### src/rtl/nasti_demux_if.sv
// nasti_channel: 8-port NASTI (AXI4) channel bundle.
// Every signal is a packed [7:0] array indexed by port number.
// Modports:
//   master - the side that issues AW/W/AR and accepts B/R.
//   slave  - the side that accepts AW/W/AR and returns B/R.
interface nasti_channel #(
  parameter int unsigned ID_WIDTH   = 1,
  parameter int unsigned ADDR_WIDTH = 8,
  parameter int unsigned DATA_WIDTH = 8,
  parameter int unsigned USER_WIDTH = 1
);
  logic [7:0][ID_WIDTH-1:0]     aw_id;
  logic [7:0][ADDR_WIDTH-1:0]   aw_addr;
  logic [7:0][7:0]              aw_len;
  logic [7:0][2:0]              aw_size;
  logic [7:0][1:0]              aw_burst;
  logic [7:0]                   aw_lock;
  logic [7:0][3:0]              aw_cache;
  logic [7:0][2:0]              aw_prot;
  logic [7:0][3:0]              aw_qos;
  logic [7:0][3:0]              aw_region;
  logic [7:0][USER_WIDTH-1:0]   aw_user;
  logic [7:0]                   aw_valid;
  logic [7:0]                   aw_ready;

  logic [7:0][DATA_WIDTH-1:0]   w_data;
  logic [7:0][DATA_WIDTH/8-1:0] w_strb;
  logic [7:0]                   w_last;
  logic [7:0][USER_WIDTH-1:0]   w_user;
  logic [7:0]                   w_valid;
  logic [7:0]                   w_ready;

  logic [7:0][ID_WIDTH-1:0]     b_id;
  logic [7:0][1:0]              b_resp;
  logic [7:0][USER_WIDTH-1:0]   b_user;
  logic [7:0]                   b_valid;
  logic [7:0]                   b_ready;

  logic [7:0][ID_WIDTH-1:0]     ar_id;
  logic [7:0][ADDR_WIDTH-1:0]   ar_addr;
  logic [7:0][7:0]              ar_len;
  logic [7:0][2:0]              ar_size;
  logic [7:0][1:0]              ar_burst;
  logic [7:0]                   ar_lock;
  logic [7:0][3:0]              ar_cache;
  logic [7:0][2:0]              ar_prot;
  logic [7:0][3:0]              ar_qos;
  logic [7:0][3:0]              ar_region;
  logic [7:0][USER_WIDTH-1:0]   ar_user;
  logic [7:0]                   ar_valid;
  logic [7:0]                   ar_ready;

  logic [7:0][ID_WIDTH-1:0]     r_id;
  logic [7:0][DATA_WIDTH-1:0]   r_data;
  logic [7:0][1:0]              r_resp;
  logic [7:0]                   r_last;
  logic [7:0][USER_WIDTH-1:0]   r_user;
  logic [7:0]                   r_valid;
  logic [7:0]                   r_ready;

  modport master (
    output aw_id, aw_addr, aw_len, aw_size, aw_burst, aw_lock, aw_cache,
           aw_prot, aw_qos, aw_region, aw_user, aw_valid,
    input  aw_ready,
    output w_data, w_strb, w_last, w_user, w_valid,
    input  w_ready,
    input  b_id, b_resp, b_user, b_valid,
    output b_ready,
    output ar_id, ar_addr, ar_len, ar_size, ar_burst, ar_lock, ar_cache,
           ar_prot, ar_qos, ar_region, ar_user, ar_valid,
    input  ar_ready,
    input  r_id, r_data, r_resp, r_last, r_user, r_valid,
    output r_ready
  );

  modport slave (
    input  aw_id, aw_addr, aw_len, aw_size, aw_burst, aw_lock, aw_cache,
           aw_prot, aw_qos, aw_region, aw_user, aw_valid,
    output aw_ready,
    input  w_data, w_strb, w_last, w_user, w_valid,
    output w_ready,
    output b_id, b_resp, b_user, b_valid,
    input  b_ready,
    input  ar_id, ar_addr, ar_len, ar_size, ar_burst, ar_lock, ar_cache,
           ar_prot, ar_qos, ar_region, ar_user, ar_valid,
    output ar_ready,
    output r_id, r_data, r_resp, r_last, r_user, r_valid,
    input  r_ready
  );
endinterface

### src/rtl/nasti_demux.sv
// nasti_demux: routes the merged NASTI master stream (port 0 of `master`)
// to one of up to SLAVE_NUM slave ports by base/mask address decode.
// Unmapped addresses are answered by internal DECERR write/read responders.
// Ports:
//   clk, rst - clock, asynchronous active-high reset
//   master   - upstream bundle (nasti_channel.slave), only port 0 used
//   slave    - downstream bundle (nasti_channel.master), ports 0..SLAVE_NUM-1
module nasti_demux #(
  parameter int unsigned SLAVE_NUM  = 8,
  parameter int unsigned W_MAX      = 2,
  parameter int unsigned R_MAX      = 2,
  parameter int unsigned ID_WIDTH   = 1,
  parameter int unsigned ADDR_WIDTH = 8,
  parameter int unsigned DATA_WIDTH = 8,
  parameter int unsigned USER_WIDTH = 1,
  parameter int unsigned LITE_MODE  = 0,
  parameter logic [ADDR_WIDTH-1:0] BASE0 = '0, BASE1 = '0, BASE2 = '0, BASE3 = '0,
  parameter logic [ADDR_WIDTH-1:0] BASE4 = '0, BASE5 = '0, BASE6 = '0, BASE7 = '0,
  parameter logic [ADDR_WIDTH-1:0] MASK0 = '0, MASK1 = '0, MASK2 = '0, MASK3 = '0,
  parameter logic [ADDR_WIDTH-1:0] MASK4 = '0, MASK5 = '0, MASK6 = '0, MASK7 = '0
) (
  input logic          clk,
  input logic          rst,
  nasti_channel.slave  master,
  nasti_channel.master slave
);
  localparam int unsigned WCW = $clog2(W_MAX + 1);
  localparam int unsigned RCW = $clog2(R_MAX + 1);
  localparam logic [WCW-1:0] W_MAX_C = WCW'(W_MAX);
  localparam logic [RCW-1:0] R_MAX_C = RCW'(R_MAX);
  localparam logic [7:0][ADDR_WIDTH-1:0] BASES =
    {BASE7, BASE6, BASE5, BASE4, BASE3, BASE2, BASE1, BASE0};
  localparam logic [7:0][ADDR_WIDTH-1:0] MASKS =
    {MASK7, MASK6, MASK5, MASK4, MASK3, MASK2, MASK1, MASK0};

  // Target encoding: bit 3 set means the internal error responder.
  typedef logic [3:0] tgt_t;
  localparam tgt_t TGT_ERR = 4'd8;

  typedef enum logic [1:0] {EW_IDLE, EW_DATA, EW_RESP} ew_state_e;
  typedef enum logic       {ER_IDLE, ER_DATA}          er_state_e;

  function automatic tgt_t decode(input logic [ADDR_WIDTH-1:0] addr);
    tgt_t t;
    logic found;
    t = TGT_ERR;
    found = 1'b0;
    for (int unsigned i = 0; i < 8; i++) begin
      if (!found && (i < SLAVE_NUM) && ((addr & MASKS[i]) == BASES[i])) begin
        t = tgt_t'(i);
        found = 1'b1;
      end
    end
    return t;
  endfunction

  logic            w_lock_q, w_lock_d;
  tgt_t            w_tgt_q, w_tgt_d;
  logic [WCW-1:0]  w_cnt_q, w_cnt_d;
  tgt_t            r_tgt_q, r_tgt_d;
  logic [RCW-1:0]  r_cnt_q, r_cnt_d;
  ew_state_e       ew_state_q, ew_state_d;
  logic [ID_WIDTH-1:0] ew_id_q, ew_id_d;
  er_state_e       er_state_q, er_state_d;
  logic [ID_WIDTH-1:0] er_id_q, er_id_d;
  logic [7:0]      er_cnt_q, er_cnt_d;

  logic run;
  tgt_t aw_tgt, ar_tgt;
  logic aw_ok, ar_ok, aw_rdy, ar_rdy, w_rdy, b_vld, r_vld, r_lst;
  logic aw_hs, w_last_hs, b_hs, ar_hs, r_hs, r_last_hs;
  logic [2:0] w_idx, r_idx;

  assign run   = !rst;
  assign w_idx = w_tgt_q[2:0];
  assign r_idx = r_tgt_q[2:0];

  // Request payloads are broadcast; only the valids are steered.
  assign slave.aw_id     = {8{master.aw_id[0]}};
  assign slave.aw_addr   = {8{master.aw_addr[0]}};
  assign slave.aw_len    = {8{master.aw_len[0]}};
  assign slave.aw_size   = {8{master.aw_size[0]}};
  assign slave.aw_burst  = {8{master.aw_burst[0]}};
  assign slave.aw_lock   = {8{master.aw_lock[0]}};
  assign slave.aw_cache  = {8{master.aw_cache[0]}};
  assign slave.aw_prot   = {8{master.aw_prot[0]}};
  assign slave.aw_qos    = {8{master.aw_qos[0]}};
  assign slave.aw_region = {8{master.aw_region[0]}};
  assign slave.aw_user   = {8{master.aw_user[0]}};
  assign slave.w_data    = {8{master.w_data[0]}};
  assign slave.w_strb    = {8{master.w_strb[0]}};
  assign slave.w_last    = {8{master.w_last[0]}};
  assign slave.w_user    = {8{master.w_user[0]}};
  assign slave.ar_id     = {8{master.ar_id[0]}};
  assign slave.ar_addr   = {8{master.ar_addr[0]}};
  assign slave.ar_len    = {8{master.ar_len[0]}};
  assign slave.ar_size   = {8{master.ar_size[0]}};
  assign slave.ar_burst  = {8{master.ar_burst[0]}};
  assign slave.ar_lock   = {8{master.ar_lock[0]}};
  assign slave.ar_cache  = {8{master.ar_cache[0]}};
  assign slave.ar_prot   = {8{master.ar_prot[0]}};
  assign slave.ar_qos    = {8{master.ar_qos[0]}};
  assign slave.ar_region = {8{master.ar_region[0]}};
  assign slave.ar_user   = {8{master.ar_user[0]}};

  always_comb begin
    master.aw_ready = '0;
    master.w_ready  = '0;
    master.ar_ready = '0;
    master.b_valid  = '0;
    master.b_id     = '0;
    master.b_resp   = '0;
    master.b_user   = '0;
    master.r_valid  = '0;
    master.r_id     = '0;
    master.r_data   = '0;
    master.r_resp   = '0;
    master.r_last   = '0;
    master.r_user   = '0;
    slave.aw_valid  = '0;
    slave.w_valid   = '0;
    slave.ar_valid  = '0;
    slave.b_ready   = '0;
    slave.r_ready   = '0;
    aw_rdy = 1'b0;
    ar_rdy = 1'b0;
    w_rdy  = 1'b0;
    b_vld  = 1'b0;
    r_vld  = 1'b0;
    r_lst  = 1'b0;

    // AW: same-target rule keeps B ordering without per-ID tracking.
    aw_tgt = decode(master.aw_addr[0]);
    aw_ok  = run && !w_lock_q && (w_cnt_q < W_MAX_C) &&
             ((w_cnt_q == '0) || (aw_tgt == w_tgt_q));
    if (aw_tgt[3]) aw_ok = aw_ok && (w_cnt_q == '0) && (ew_state_q == EW_IDLE);
    if (aw_ok) begin
      if (aw_tgt[3]) aw_rdy = 1'b1;
      else begin
        slave.aw_valid[aw_tgt[2:0]] = master.aw_valid[0];
        aw_rdy = slave.aw_ready[aw_tgt[2:0]];
      end
    end
    master.aw_ready[0] = aw_rdy;
    aw_hs = master.aw_valid[0] && aw_rdy;

    // W: only after the owning AW has been accepted.
    if (run && w_lock_q) begin
      if (w_tgt_q[3]) w_rdy = (ew_state_q == EW_DATA);
      else begin
        slave.w_valid[w_idx] = master.w_valid[0];
        w_rdy = slave.w_ready[w_idx];
      end
    end
    master.w_ready[0] = w_rdy;
    w_last_hs = master.w_valid[0] && w_rdy && ((LITE_MODE != 0) || master.w_last[0]);

    // B: ignore responses when nothing is outstanding.
    if (run && (w_cnt_q != '0)) begin
      if (w_tgt_q[3]) begin
        b_vld = (ew_state_q == EW_RESP);
        master.b_id[0]   = ew_id_q;
        master.b_resp[0] = 2'b11;
      end else begin
        b_vld = slave.b_valid[w_idx];
        master.b_id[0]   = slave.b_id[w_idx];
        master.b_resp[0] = slave.b_resp[w_idx];
        master.b_user[0] = slave.b_user[w_idx];
        slave.b_ready[w_idx] = master.b_ready[0];
      end
    end
    master.b_valid[0] = b_vld;
    b_hs = b_vld && master.b_ready[0];

    // AR
    ar_tgt = decode(master.ar_addr[0]);
    ar_ok  = run && (r_cnt_q < R_MAX_C) && ((r_cnt_q == '0) || (ar_tgt == r_tgt_q));
    if (ar_tgt[3]) ar_ok = ar_ok && (r_cnt_q == '0) && (er_state_q == ER_IDLE);
    if (ar_ok) begin
      if (ar_tgt[3]) ar_rdy = 1'b1;
      else begin
        slave.ar_valid[ar_tgt[2:0]] = master.ar_valid[0];
        ar_rdy = slave.ar_ready[ar_tgt[2:0]];
      end
    end
    master.ar_ready[0] = ar_rdy;
    ar_hs = master.ar_valid[0] && ar_rdy;

    // R
    if (run && (r_cnt_q != '0)) begin
      if (r_tgt_q[3]) begin
        r_vld = (er_state_q == ER_DATA);
        r_lst = (er_cnt_q == '0);
        master.r_id[0]   = er_id_q;
        master.r_resp[0] = 2'b11;
      end else begin
        r_vld = slave.r_valid[r_idx];
        r_lst = slave.r_last[r_idx];
        master.r_id[0]   = slave.r_id[r_idx];
        master.r_data[0] = slave.r_data[r_idx];
        master.r_resp[0] = slave.r_resp[r_idx];
        master.r_user[0] = slave.r_user[r_idx];
        slave.r_ready[r_idx] = master.r_ready[0];
      end
    end
    master.r_valid[0] = r_vld;
    master.r_last[0]  = r_lst;
    r_hs      = r_vld && master.r_ready[0];
    r_last_hs = r_hs && ((LITE_MODE != 0) || r_lst);
  end

  always_comb begin
    w_lock_d = w_lock_q;
    w_tgt_d  = w_tgt_q;
    w_cnt_d  = w_cnt_q;
    r_tgt_d  = r_tgt_q;
    r_cnt_d  = r_cnt_q;
    if (aw_hs) begin
      w_lock_d = 1'b1;
      w_tgt_d  = aw_tgt;
    end
    if (w_last_hs) w_lock_d = 1'b0;
    case ({aw_hs, b_hs})
      2'b10:   w_cnt_d = w_cnt_q + WCW'(1);
      2'b01:   w_cnt_d = w_cnt_q - WCW'(1);
      default: w_cnt_d = w_cnt_q;
    endcase
    if (ar_hs) r_tgt_d = ar_tgt;
    case ({ar_hs, r_last_hs})
      2'b10:   r_cnt_d = r_cnt_q + RCW'(1);
      2'b01:   r_cnt_d = r_cnt_q - RCW'(1);
      default: r_cnt_d = r_cnt_q;
    endcase
  end

  always_comb begin
    ew_state_d = ew_state_q;
    ew_id_d    = ew_id_q;
    unique case (ew_state_q)
      EW_IDLE: if (aw_hs && aw_tgt[3]) begin
        ew_state_d = EW_DATA;
        ew_id_d    = master.aw_id[0];
      end
      EW_DATA: if (w_last_hs) ew_state_d = EW_RESP;
      EW_RESP: if (b_hs) ew_state_d = EW_IDLE;
      default: ew_state_d = EW_IDLE;
    endcase
  end

  always_comb begin
    er_state_d = er_state_q;
    er_id_d    = er_id_q;
    er_cnt_d   = er_cnt_q;
    unique case (er_state_q)
      ER_IDLE: if (ar_hs && ar_tgt[3]) begin
        er_state_d = ER_DATA;
        er_id_d    = master.ar_id[0];
        er_cnt_d   = (LITE_MODE != 0) ? '0 : master.ar_len[0];
      end
      ER_DATA: if (r_hs) begin
        if (er_cnt_q == '0) er_state_d = ER_IDLE;
        else                er_cnt_d   = er_cnt_q - 8'd1;
      end
      default: er_state_d = ER_IDLE;
    endcase
  end

  always_ff @(posedge clk or posedge rst) begin
    if (rst) begin
      w_lock_q   <= 1'b0;
      w_tgt_q    <= '0;
      w_cnt_q    <= '0;
      r_tgt_q    <= '0;
      r_cnt_q    <= '0;
      ew_state_q <= EW_IDLE;
      ew_id_q    <= '0;
      er_state_q <= ER_IDLE;
      er_id_q    <= '0;
      er_cnt_q   <= '0;
    end else begin
      w_lock_q   <= w_lock_d;
      w_tgt_q    <= w_tgt_d;
      w_cnt_q    <= w_cnt_d;
      r_tgt_q    <= r_tgt_d;
      r_cnt_q    <= r_cnt_d;
      ew_state_q <= ew_state_d;
      ew_id_q    <= ew_id_d;
      er_state_q <= er_state_d;
      er_id_q    <= er_id_d;
      er_cnt_q   <= er_cnt_d;
    end
  end

  // Upstream ports 1..7 are not part of the merged stream.
  logic unused_ports;
  assign unused_ports = ^{master.aw_id[7:1], master.aw_addr[7:1], master.aw_len[7:1],
    master.aw_size[7:1], master.aw_burst[7:1], master.aw_lock[7:1], master.aw_cache[7:1],
    master.aw_prot[7:1], master.aw_qos[7:1], master.aw_region[7:1], master.aw_user[7:1],
    master.aw_valid[7:1], master.w_data[7:1], master.w_strb[7:1], master.w_last[7:1],
    master.w_user[7:1], master.w_valid[7:1], master.ar_id[7:1], master.ar_addr[7:1],
    master.ar_len[7:1], master.ar_size[7:1], master.ar_burst[7:1], master.ar_lock[7:1],
    master.ar_cache[7:1], master.ar_prot[7:1], master.ar_qos[7:1], master.ar_region[7:1],
    master.ar_user[7:1], master.ar_valid[7:1], master.b_ready[7:1], master.r_ready[7:1]};
endmodule
### src/flat_wrapper.sv
// flat-port wrapper written by rule: the top's interface ports become plain ports
module nasti_demux_flat 
#(
  parameter int unsigned SLAVE_NUM  = 8,
  parameter int unsigned W_MAX      = 2,
  parameter int unsigned R_MAX      = 2,
  parameter int unsigned ID_WIDTH   = 1,
  parameter int unsigned ADDR_WIDTH = 8,
  parameter int unsigned DATA_WIDTH = 8,
  parameter int unsigned USER_WIDTH = 1,
  parameter int unsigned LITE_MODE  = 0,
  parameter logic [ADDR_WIDTH-1:0] BASE0 = '0, BASE1 = '0, BASE2 = '0, BASE3 = '0,
  parameter logic [ADDR_WIDTH-1:0] BASE4 = '0, BASE5 = '0, BASE6 = '0, BASE7 = '0,
  parameter logic [ADDR_WIDTH-1:0] MASK0 = '0, MASK1 = '0, MASK2 = '0, MASK3 = '0,
  parameter logic [ADDR_WIDTH-1:0] MASK4 = '0, MASK5 = '0, MASK6 = '0, MASK7 = '0
)
  (clk, rst, master_aw_id, master_aw_addr, master_aw_len, master_aw_size, master_aw_burst, master_aw_lock, master_aw_cache, master_aw_prot, master_aw_qos, master_aw_region, master_aw_user, master_aw_valid, master_aw_ready, master_w_data, master_w_strb, master_w_last, master_w_user, master_w_valid, master_w_ready, master_b_id, master_b_resp, master_b_user, master_b_valid, master_b_ready, master_ar_id, master_ar_addr, master_ar_len, master_ar_size, master_ar_burst, master_ar_lock, master_ar_cache, master_ar_prot, master_ar_qos, master_ar_region, master_ar_user, master_ar_valid, master_ar_ready, master_r_id, master_r_data, master_r_resp, master_r_last, master_r_user, master_r_valid, master_r_ready, slave_aw_id, slave_aw_addr, slave_aw_len, slave_aw_size, slave_aw_burst, slave_aw_lock, slave_aw_cache, slave_aw_prot, slave_aw_qos, slave_aw_region, slave_aw_user, slave_aw_valid, slave_aw_ready, slave_w_data, slave_w_strb, slave_w_last, slave_w_user, slave_w_valid, slave_w_ready, slave_b_id, slave_b_resp, slave_b_user, slave_b_valid, slave_b_ready, slave_ar_id, slave_ar_addr, slave_ar_len, slave_ar_size, slave_ar_burst, slave_ar_lock, slave_ar_cache, slave_ar_prot, slave_ar_qos, slave_ar_region, slave_ar_user, slave_ar_valid, slave_ar_ready, slave_r_id, slave_r_data, slave_r_resp, slave_r_last, slave_r_user, slave_r_valid, slave_r_ready);
  nasti_channel #(.ID_WIDTH(ID_WIDTH), .ADDR_WIDTH(ADDR_WIDTH), .DATA_WIDTH(DATA_WIDTH), .USER_WIDTH(USER_WIDTH)) master_i ();
  nasti_channel #(.ID_WIDTH(ID_WIDTH), .ADDR_WIDTH(ADDR_WIDTH), .DATA_WIDTH(DATA_WIDTH), .USER_WIDTH(USER_WIDTH)) slave_i ();
  input logic clk;
  input logic rst;
  input wire logic [$bits(master_i.aw_id)-1:0] master_aw_id;
  input wire logic [$bits(master_i.aw_addr)-1:0] master_aw_addr;
  input wire logic [$bits(master_i.aw_len)-1:0] master_aw_len;
  input wire logic [$bits(master_i.aw_size)-1:0] master_aw_size;
  input wire logic [$bits(master_i.aw_burst)-1:0] master_aw_burst;
  input wire logic [$bits(master_i.aw_lock)-1:0] master_aw_lock;
  input wire logic [$bits(master_i.aw_cache)-1:0] master_aw_cache;
  input wire logic [$bits(master_i.aw_prot)-1:0] master_aw_prot;
  input wire logic [$bits(master_i.aw_qos)-1:0] master_aw_qos;
  input wire logic [$bits(master_i.aw_region)-1:0] master_aw_region;
  input wire logic [$bits(master_i.aw_user)-1:0] master_aw_user;
  input wire logic [$bits(master_i.aw_valid)-1:0] master_aw_valid;
  output wire logic [$bits(master_i.aw_ready)-1:0] master_aw_ready;
  input wire logic [$bits(master_i.w_data)-1:0] master_w_data;
  input wire logic [$bits(master_i.w_strb)-1:0] master_w_strb;
  input wire logic [$bits(master_i.w_last)-1:0] master_w_last;
  input wire logic [$bits(master_i.w_user)-1:0] master_w_user;
  input wire logic [$bits(master_i.w_valid)-1:0] master_w_valid;
  output wire logic [$bits(master_i.w_ready)-1:0] master_w_ready;
  output wire logic [$bits(master_i.b_id)-1:0] master_b_id;
  output wire logic [$bits(master_i.b_resp)-1:0] master_b_resp;
  output wire logic [$bits(master_i.b_user)-1:0] master_b_user;
  output wire logic [$bits(master_i.b_valid)-1:0] master_b_valid;
  input wire logic [$bits(master_i.b_ready)-1:0] master_b_ready;
  input wire logic [$bits(master_i.ar_id)-1:0] master_ar_id;
  input wire logic [$bits(master_i.ar_addr)-1:0] master_ar_addr;
  input wire logic [$bits(master_i.ar_len)-1:0] master_ar_len;
  input wire logic [$bits(master_i.ar_size)-1:0] master_ar_size;
  input wire logic [$bits(master_i.ar_burst)-1:0] master_ar_burst;
  input wire logic [$bits(master_i.ar_lock)-1:0] master_ar_lock;
  input wire logic [$bits(master_i.ar_cache)-1:0] master_ar_cache;
  input wire logic [$bits(master_i.ar_prot)-1:0] master_ar_prot;
  input wire logic [$bits(master_i.ar_qos)-1:0] master_ar_qos;
  input wire logic [$bits(master_i.ar_region)-1:0] master_ar_region;
  input wire logic [$bits(master_i.ar_user)-1:0] master_ar_user;
  input wire logic [$bits(master_i.ar_valid)-1:0] master_ar_valid;
  output wire logic [$bits(master_i.ar_ready)-1:0] master_ar_ready;
  output wire logic [$bits(master_i.r_id)-1:0] master_r_id;
  output wire logic [$bits(master_i.r_data)-1:0] master_r_data;
  output wire logic [$bits(master_i.r_resp)-1:0] master_r_resp;
  output wire logic [$bits(master_i.r_last)-1:0] master_r_last;
  output wire logic [$bits(master_i.r_user)-1:0] master_r_user;
  output wire logic [$bits(master_i.r_valid)-1:0] master_r_valid;
  input wire logic [$bits(master_i.r_ready)-1:0] master_r_ready;
  output wire logic [$bits(slave_i.aw_id)-1:0] slave_aw_id;
  output wire logic [$bits(slave_i.aw_addr)-1:0] slave_aw_addr;
  output wire logic [$bits(slave_i.aw_len)-1:0] slave_aw_len;
  output wire logic [$bits(slave_i.aw_size)-1:0] slave_aw_size;
  output wire logic [$bits(slave_i.aw_burst)-1:0] slave_aw_burst;
  output wire logic [$bits(slave_i.aw_lock)-1:0] slave_aw_lock;
  output wire logic [$bits(slave_i.aw_cache)-1:0] slave_aw_cache;
  output wire logic [$bits(slave_i.aw_prot)-1:0] slave_aw_prot;
  output wire logic [$bits(slave_i.aw_qos)-1:0] slave_aw_qos;
  output wire logic [$bits(slave_i.aw_region)-1:0] slave_aw_region;
  output wire logic [$bits(slave_i.aw_user)-1:0] slave_aw_user;
  output wire logic [$bits(slave_i.aw_valid)-1:0] slave_aw_valid;
  input wire logic [$bits(slave_i.aw_ready)-1:0] slave_aw_ready;
  output wire logic [$bits(slave_i.w_data)-1:0] slave_w_data;
  output wire logic [$bits(slave_i.w_strb)-1:0] slave_w_strb;
  output wire logic [$bits(slave_i.w_last)-1:0] slave_w_last;
  output wire logic [$bits(slave_i.w_user)-1:0] slave_w_user;
  output wire logic [$bits(slave_i.w_valid)-1:0] slave_w_valid;
  input wire logic [$bits(slave_i.w_ready)-1:0] slave_w_ready;
  input wire logic [$bits(slave_i.b_id)-1:0] slave_b_id;
  input wire logic [$bits(slave_i.b_resp)-1:0] slave_b_resp;
  input wire logic [$bits(slave_i.b_user)-1:0] slave_b_user;
  input wire logic [$bits(slave_i.b_valid)-1:0] slave_b_valid;
  output wire logic [$bits(slave_i.b_ready)-1:0] slave_b_ready;
  output wire logic [$bits(slave_i.ar_id)-1:0] slave_ar_id;
  output wire logic [$bits(slave_i.ar_addr)-1:0] slave_ar_addr;
  output wire logic [$bits(slave_i.ar_len)-1:0] slave_ar_len;
  output wire logic [$bits(slave_i.ar_size)-1:0] slave_ar_size;
  output wire logic [$bits(slave_i.ar_burst)-1:0] slave_ar_burst;
  output wire logic [$bits(slave_i.ar_lock)-1:0] slave_ar_lock;
  output wire logic [$bits(slave_i.ar_cache)-1:0] slave_ar_cache;
  output wire logic [$bits(slave_i.ar_prot)-1:0] slave_ar_prot;
  output wire logic [$bits(slave_i.ar_qos)-1:0] slave_ar_qos;
  output wire logic [$bits(slave_i.ar_region)-1:0] slave_ar_region;
  output wire logic [$bits(slave_i.ar_user)-1:0] slave_ar_user;
  output wire logic [$bits(slave_i.ar_valid)-1:0] slave_ar_valid;
  input wire logic [$bits(slave_i.ar_ready)-1:0] slave_ar_ready;
  input wire logic [$bits(slave_i.r_id)-1:0] slave_r_id;
  input wire logic [$bits(slave_i.r_data)-1:0] slave_r_data;
  input wire logic [$bits(slave_i.r_resp)-1:0] slave_r_resp;
  input wire logic [$bits(slave_i.r_last)-1:0] slave_r_last;
  input wire logic [$bits(slave_i.r_user)-1:0] slave_r_user;
  input wire logic [$bits(slave_i.r_valid)-1:0] slave_r_valid;
  output wire logic [$bits(slave_i.r_ready)-1:0] slave_r_ready;
  assign master_i.aw_id = master_aw_id;
  assign master_i.aw_addr = master_aw_addr;
  assign master_i.aw_len = master_aw_len;
  assign master_i.aw_size = master_aw_size;
  assign master_i.aw_burst = master_aw_burst;
  assign master_i.aw_lock = master_aw_lock;
  assign master_i.aw_cache = master_aw_cache;
  assign master_i.aw_prot = master_aw_prot;
  assign master_i.aw_qos = master_aw_qos;
  assign master_i.aw_region = master_aw_region;
  assign master_i.aw_user = master_aw_user;
  assign master_i.aw_valid = master_aw_valid;
  assign master_aw_ready = master_i.aw_ready;
  assign master_i.w_data = master_w_data;
  assign master_i.w_strb = master_w_strb;
  assign master_i.w_last = master_w_last;
  assign master_i.w_user = master_w_user;
  assign master_i.w_valid = master_w_valid;
  assign master_w_ready = master_i.w_ready;
  assign master_b_id = master_i.b_id;
  assign master_b_resp = master_i.b_resp;
  assign master_b_user = master_i.b_user;
  assign master_b_valid = master_i.b_valid;
  assign master_i.b_ready = master_b_ready;
  assign master_i.ar_id = master_ar_id;
  assign master_i.ar_addr = master_ar_addr;
  assign master_i.ar_len = master_ar_len;
  assign master_i.ar_size = master_ar_size;
  assign master_i.ar_burst = master_ar_burst;
  assign master_i.ar_lock = master_ar_lock;
  assign master_i.ar_cache = master_ar_cache;
  assign master_i.ar_prot = master_ar_prot;
  assign master_i.ar_qos = master_ar_qos;
  assign master_i.ar_region = master_ar_region;
  assign master_i.ar_user = master_ar_user;
  assign master_i.ar_valid = master_ar_valid;
  assign master_ar_ready = master_i.ar_ready;
  assign master_r_id = master_i.r_id;
  assign master_r_data = master_i.r_data;
  assign master_r_resp = master_i.r_resp;
  assign master_r_last = master_i.r_last;
  assign master_r_user = master_i.r_user;
  assign master_r_valid = master_i.r_valid;
  assign master_i.r_ready = master_r_ready;
  assign slave_aw_id = slave_i.aw_id;
  assign slave_aw_addr = slave_i.aw_addr;
  assign slave_aw_len = slave_i.aw_len;
  assign slave_aw_size = slave_i.aw_size;
  assign slave_aw_burst = slave_i.aw_burst;
  assign slave_aw_lock = slave_i.aw_lock;
  assign slave_aw_cache = slave_i.aw_cache;
  assign slave_aw_prot = slave_i.aw_prot;
  assign slave_aw_qos = slave_i.aw_qos;
  assign slave_aw_region = slave_i.aw_region;
  assign slave_aw_user = slave_i.aw_user;
  assign slave_aw_valid = slave_i.aw_valid;
  assign slave_i.aw_ready = slave_aw_ready;
  assign slave_w_data = slave_i.w_data;
  assign slave_w_strb = slave_i.w_strb;
  assign slave_w_last = slave_i.w_last;
  assign slave_w_user = slave_i.w_user;
  assign slave_w_valid = slave_i.w_valid;
  assign slave_i.w_ready = slave_w_ready;
  assign slave_i.b_id = slave_b_id;
  assign slave_i.b_resp = slave_b_resp;
  assign slave_i.b_user = slave_b_user;
  assign slave_i.b_valid = slave_b_valid;
  assign slave_b_ready = slave_i.b_ready;
  assign slave_ar_id = slave_i.ar_id;
  assign slave_ar_addr = slave_i.ar_addr;
  assign slave_ar_len = slave_i.ar_len;
  assign slave_ar_size = slave_i.ar_size;
  assign slave_ar_burst = slave_i.ar_burst;
  assign slave_ar_lock = slave_i.ar_lock;
  assign slave_ar_cache = slave_i.ar_cache;
  assign slave_ar_prot = slave_i.ar_prot;
  assign slave_ar_qos = slave_i.ar_qos;
  assign slave_ar_region = slave_i.ar_region;
  assign slave_ar_user = slave_i.ar_user;
  assign slave_ar_valid = slave_i.ar_valid;
  assign slave_i.ar_ready = slave_ar_ready;
  assign slave_i.r_id = slave_r_id;
  assign slave_i.r_data = slave_r_data;
  assign slave_i.r_resp = slave_r_resp;
  assign slave_i.r_last = slave_r_last;
  assign slave_i.r_user = slave_r_user;
  assign slave_i.r_valid = slave_r_valid;
  assign slave_r_ready = slave_i.r_ready;
  nasti_demux #(.SLAVE_NUM(SLAVE_NUM), .W_MAX(W_MAX), .R_MAX(R_MAX), .ID_WIDTH(ID_WIDTH), .ADDR_WIDTH(ADDR_WIDTH), .DATA_WIDTH(DATA_WIDTH), .USER_WIDTH(USER_WIDTH), .LITE_MODE(LITE_MODE), .BASE0(BASE0), .BASE1(BASE1), .BASE2(BASE2), .BASE3(BASE3), .BASE4(BASE4), .BASE5(BASE5), .BASE6(BASE6), .BASE7(BASE7), .MASK0(MASK0), .MASK1(MASK1), .MASK2(MASK2), .MASK3(MASK3), .MASK4(MASK4), .MASK5(MASK5), .MASK6(MASK6), .MASK7(MASK7)) u_core (.clk(clk), .rst(rst), .master(master_i), .slave(slave_i));
endmodule
### config.mk
export PLATFORM = sky130hd
export DESIGN_NAME = nasti_demux_flat
export DESIGN_NICKNAME = d
export VERILOG_FILES = /design/src/rtl/nasti_demux_if.sv /design/src/rtl/nasti_demux.sv /design/src/flat_wrapper.sv
export SDC_FILE = /design/constraint.sdc
export NUM_CORES = 1
export LEC_CHECK = 0
export CAP_MARGIN = 20
export CORE_AREA = 2 2 720 722
export CTS_CLUSTER_DIAMETER = 200
export DETAILED_ROUTE_END_ITERATION = 12
export DIE_AREA = 0 0 722 724
export GPL_TIMING_DRIVEN = 0
export MAX_ROUTING_LAYER = met4
export PLACE_DENSITY = 0.3
export SETUP_SLACK_MARGIN = 0.05
export SYNTH_ARGS = -nofsm -noshare
export SYNTH_HDL_FRONTEND = slang
export SYNTH_SLANG_ARGS = --single-unit
### constraint.sdc
create_clock -name clk -period 1.9 [get_ports clk]
set_input_delay 0.285 -clock clk [delete_from_list [all_inputs] [get_ports clk]]
set_output_delay 0.285 -clock clk [all_outputs]
set_load 0.02 [all_outputs]
==> impl_metrics.yaml <==
power:
  switching_share_pct: 43.9
  p_comb_share_pct: 90.6
  p_int_uw: 3420
  power_frac_clock_pct: 5.7
  vdd_drop_max_v: 0.000234
  sequentialPowerShare_pct: 3.8
  power_switching_uw: 2680
  powerDensity_mw_per_mm2: 249
  leakage_uw: 0.00850
synth:
  synthSimpleGateAreaFrac_pct: 3.45
  synth_top_family_by_area: "buffers and inverters"
  yosys.area_share.adder_pct: 0.343
  synth_xor_area_share_pct: 0.720
  syn_inst: 965
  ys_ff_latch: 5
  ys_warn_count: 0
  synth_compound_area_share_pct: 0.172
  syn_avg_cell_area_um2: 7.56
  ys_seq_area_share_pct: 1.72
  syn-cell-area_mm2: 0.00729
  synth_mux_area_share_pct: 0
  yosys.cell_types.count: 19
placement:
  placed_cells: 8707
  dp_hpwl_mm: 70.5
  gp_congestion: 0.635
  dp_worst_setup_slack_ns: -1.05
  place_area_mm2: 0.0242
  numPortBuffers: 768
worst_setup_path:
  required_ns: 1.62
  worstReg2RegStart: "u_core.r_cnt_q[0]"
  critPathMaxFanout: 4
  r2r_setup_slack_ns: 0
  rr_worst_depth: 8
  cp-startpoint: "u_core.r_cnt_q[0]"
  critical_path_class: "reg -> out"
  critPathArrivalTime_ns: 1.68
  critPathLaunchType: "register"
  end_kind: "output port"
  rr_endpoint: "u_core.r_cnt_q[1]"
drt:
  wl_per_cell_um: 8.42
  antenna_left: 0
  drt_iter0_markers: 77
  viasPerCell: 0.837
  firstDrtPassIters: 4
  via_count: 7315
  totalWireLength_mm: 73.6
  drcViolationCount: 0
global_route:
  grt_max_degree: 10
  grt_usage_pct: 2.60
  grt_overflow_total: 0
  grt_pass1_vias: 6514
  antenna_found_initial: 17
  grt_pass1_wl_mm: 82.3
timing:
  tightest_slew_ns: 0.635
  setup-tns-final_ns: -0.419
  drv_slew: 0
  timing.final.ws_setup_ns: -0.0644
  relSlewSlack_pct: 57.6
  period_share_pct: 103
  finalSetupViolations: 15
  period_needed_ns: 1.96
  finalHoldViolCount: 0
  fmax_mhz: 509
  grt_setup_unrepaired: "yes"
  skew_ns: 0.000998
clock_tree:
  cts_tree: "done"
  h-tree-depth: 1
  clockBufferDepth: 2
  cts_root_buf: "clkbuf_16"
  clk_pin_slew_ns: 0.03
  clkLatencyLatePin_ns: 0.23
  cts_buffers: 3
  numClockSinks: 5
  holdBufCountCts: 0
die:
  die_width_um: 722
  fp.coreArea_mm2: 0.515
  ios: 1858
  fp.dieH_um: 724
  start_util_pct: 1.42
  die_area_mm2: 0.523
  row_count: 264
hold_path:
  min_path_type: "in -> async"
final_layout:
  drive_above_1_share_pct: 50.0
  final_area_mm2: 0.0245
  nets: 2866
  final_cells: 8738
  areaGrowthSynthToFinish_pct: 236
run:
  drv_cap: 0
status:
  status: "finished with violations"
  violations: "negative setup slack"
[logic make-up (layout without fill, tap and decap cells)]
group,after synthesis,count (layout)
XOR/XNOR,6,6
flip-flops,5,5
AND/OR/NAND/NOR,40,40
buffers and inverters,909,1689
AO/OA/AOI/OAI,2,2
adder cells (fa/ha/maj),2,2
other,1,211
[registers in the layout (all words and copies together) (netlist names)]
register / flops
u_core.r_cnt_q: 2
u_core.w_lock_q: 1
u_core.w_cnt_q: 2
[worst max-delay path by stage]
stage,to,slack (ns),cells after the start
final,master_r_user[0],-0.06,7
after global routing,u_core.r_cnt_q[1],-0.17,7
after CTS,u_core.r_cnt_q[1],-0.15,7
after detailed placement,u_core.r_cnt_q[1],-1.05,7
after global placement,u_core.r_cnt_q[1],-1.66,6
after floorplan,u_core.r_cnt_q[1],0.44,6
[layout make-up]
type	instances	area, um2
tap	6783	8490
buffer	906	6810
timing repair buffer	778	7810
inverter	1	3.75
multi-input combinational	239	1120
fill	61100	491000
clock buffer	4	78.8
antenna	22	55.1
sequential	5	126
[repair_timing]
| item | 4_1_cts | 5_1_grt |
|---|---|---|
| resized for setup | 127 | 13 |
| pin swaps | 5 | 3 |
| gates cloned | 1 | 0 |
| setup endpoints to repair | 39 | 19 |
| setup buffers | 4 | 4 |
[power by group through the flow]
stage	Combinational, uW	Sequential (uW)	Clock, uW
after floorplan	3200	210	0
after global placement	5420	223	0
after detailed placement	5450	221	0
after CTS	5620	226	352
after global routing	5860	237	365
final	5520	230	345
[routing by layer]
metal,up-vias,routed length [um],global-route usage (%)
met5,-,0,-
met4,0,35,0.0242
met3,6,13100,1.88
met2,641,38100,4.76
met1,2882,22300,2.28
li1,3786,-,-
[per-stage QoR]
step	util (%)	hold slack, ns	total power (uW)
3_5_place_dp	4.71	0.495	5670
5_1_grt	4.75	0.0674	6460
2_1_floorplan	-	0.0436	3410
3_3_place_gp	4.69	0.494	5640
4_1_cts	4.74	0.190	6190
6_report	4.75	0.0454	6100
[critical path, stage by stage (launching register included)]
cell       delay, ns
dfrtp_1         0.38
nor2_2          0.15
nor2_4          0.08
clkbuf_16       0.20
buf_4           0.16
buf_6           0.11
and2_2          0.21
buf_6           0.13
[cell usage after synthesis]
library cell	instances	area (um2)
and4_2	1	10.0
and2_2	12	90.1
and2_1	13	81.3
inv_2	1	3.75
a31oi_1	2	12.5
buf_4	907	6810
ha_1	2	25.0
and3_4	1	11.3
nand3_1	1	5.00
and3_1	2	12.5
dfrtp_1	5	125
conb_1	1	3.75
xnor2_1	4	35.0
nor2_2	1	6.26
buf_6	1	11.3
nor2_1	7	26.3
nand2_1	1	3.75
xor2_1	2	17.5
nor3_1	1	5.00
[cell usage in the layout, fill, tap and decap left out, drive strengths merged]
cell type,count
ha,2
conb,189
dlymetal6s2s,1
xor2,2
nand2,1
buf,935
xnor2,4
nor2,8
and3,3
diode,22
and2,25
nor3,1
and4,1
inv,1
dfrtp,5
dlygate4sd2,6
nand3,1
a31oi,2
clkbuf,5
clkdlybuf4s50,737
clkdlybuf4s15,4
Note: power is estimated with default switching activity, not from simulation.
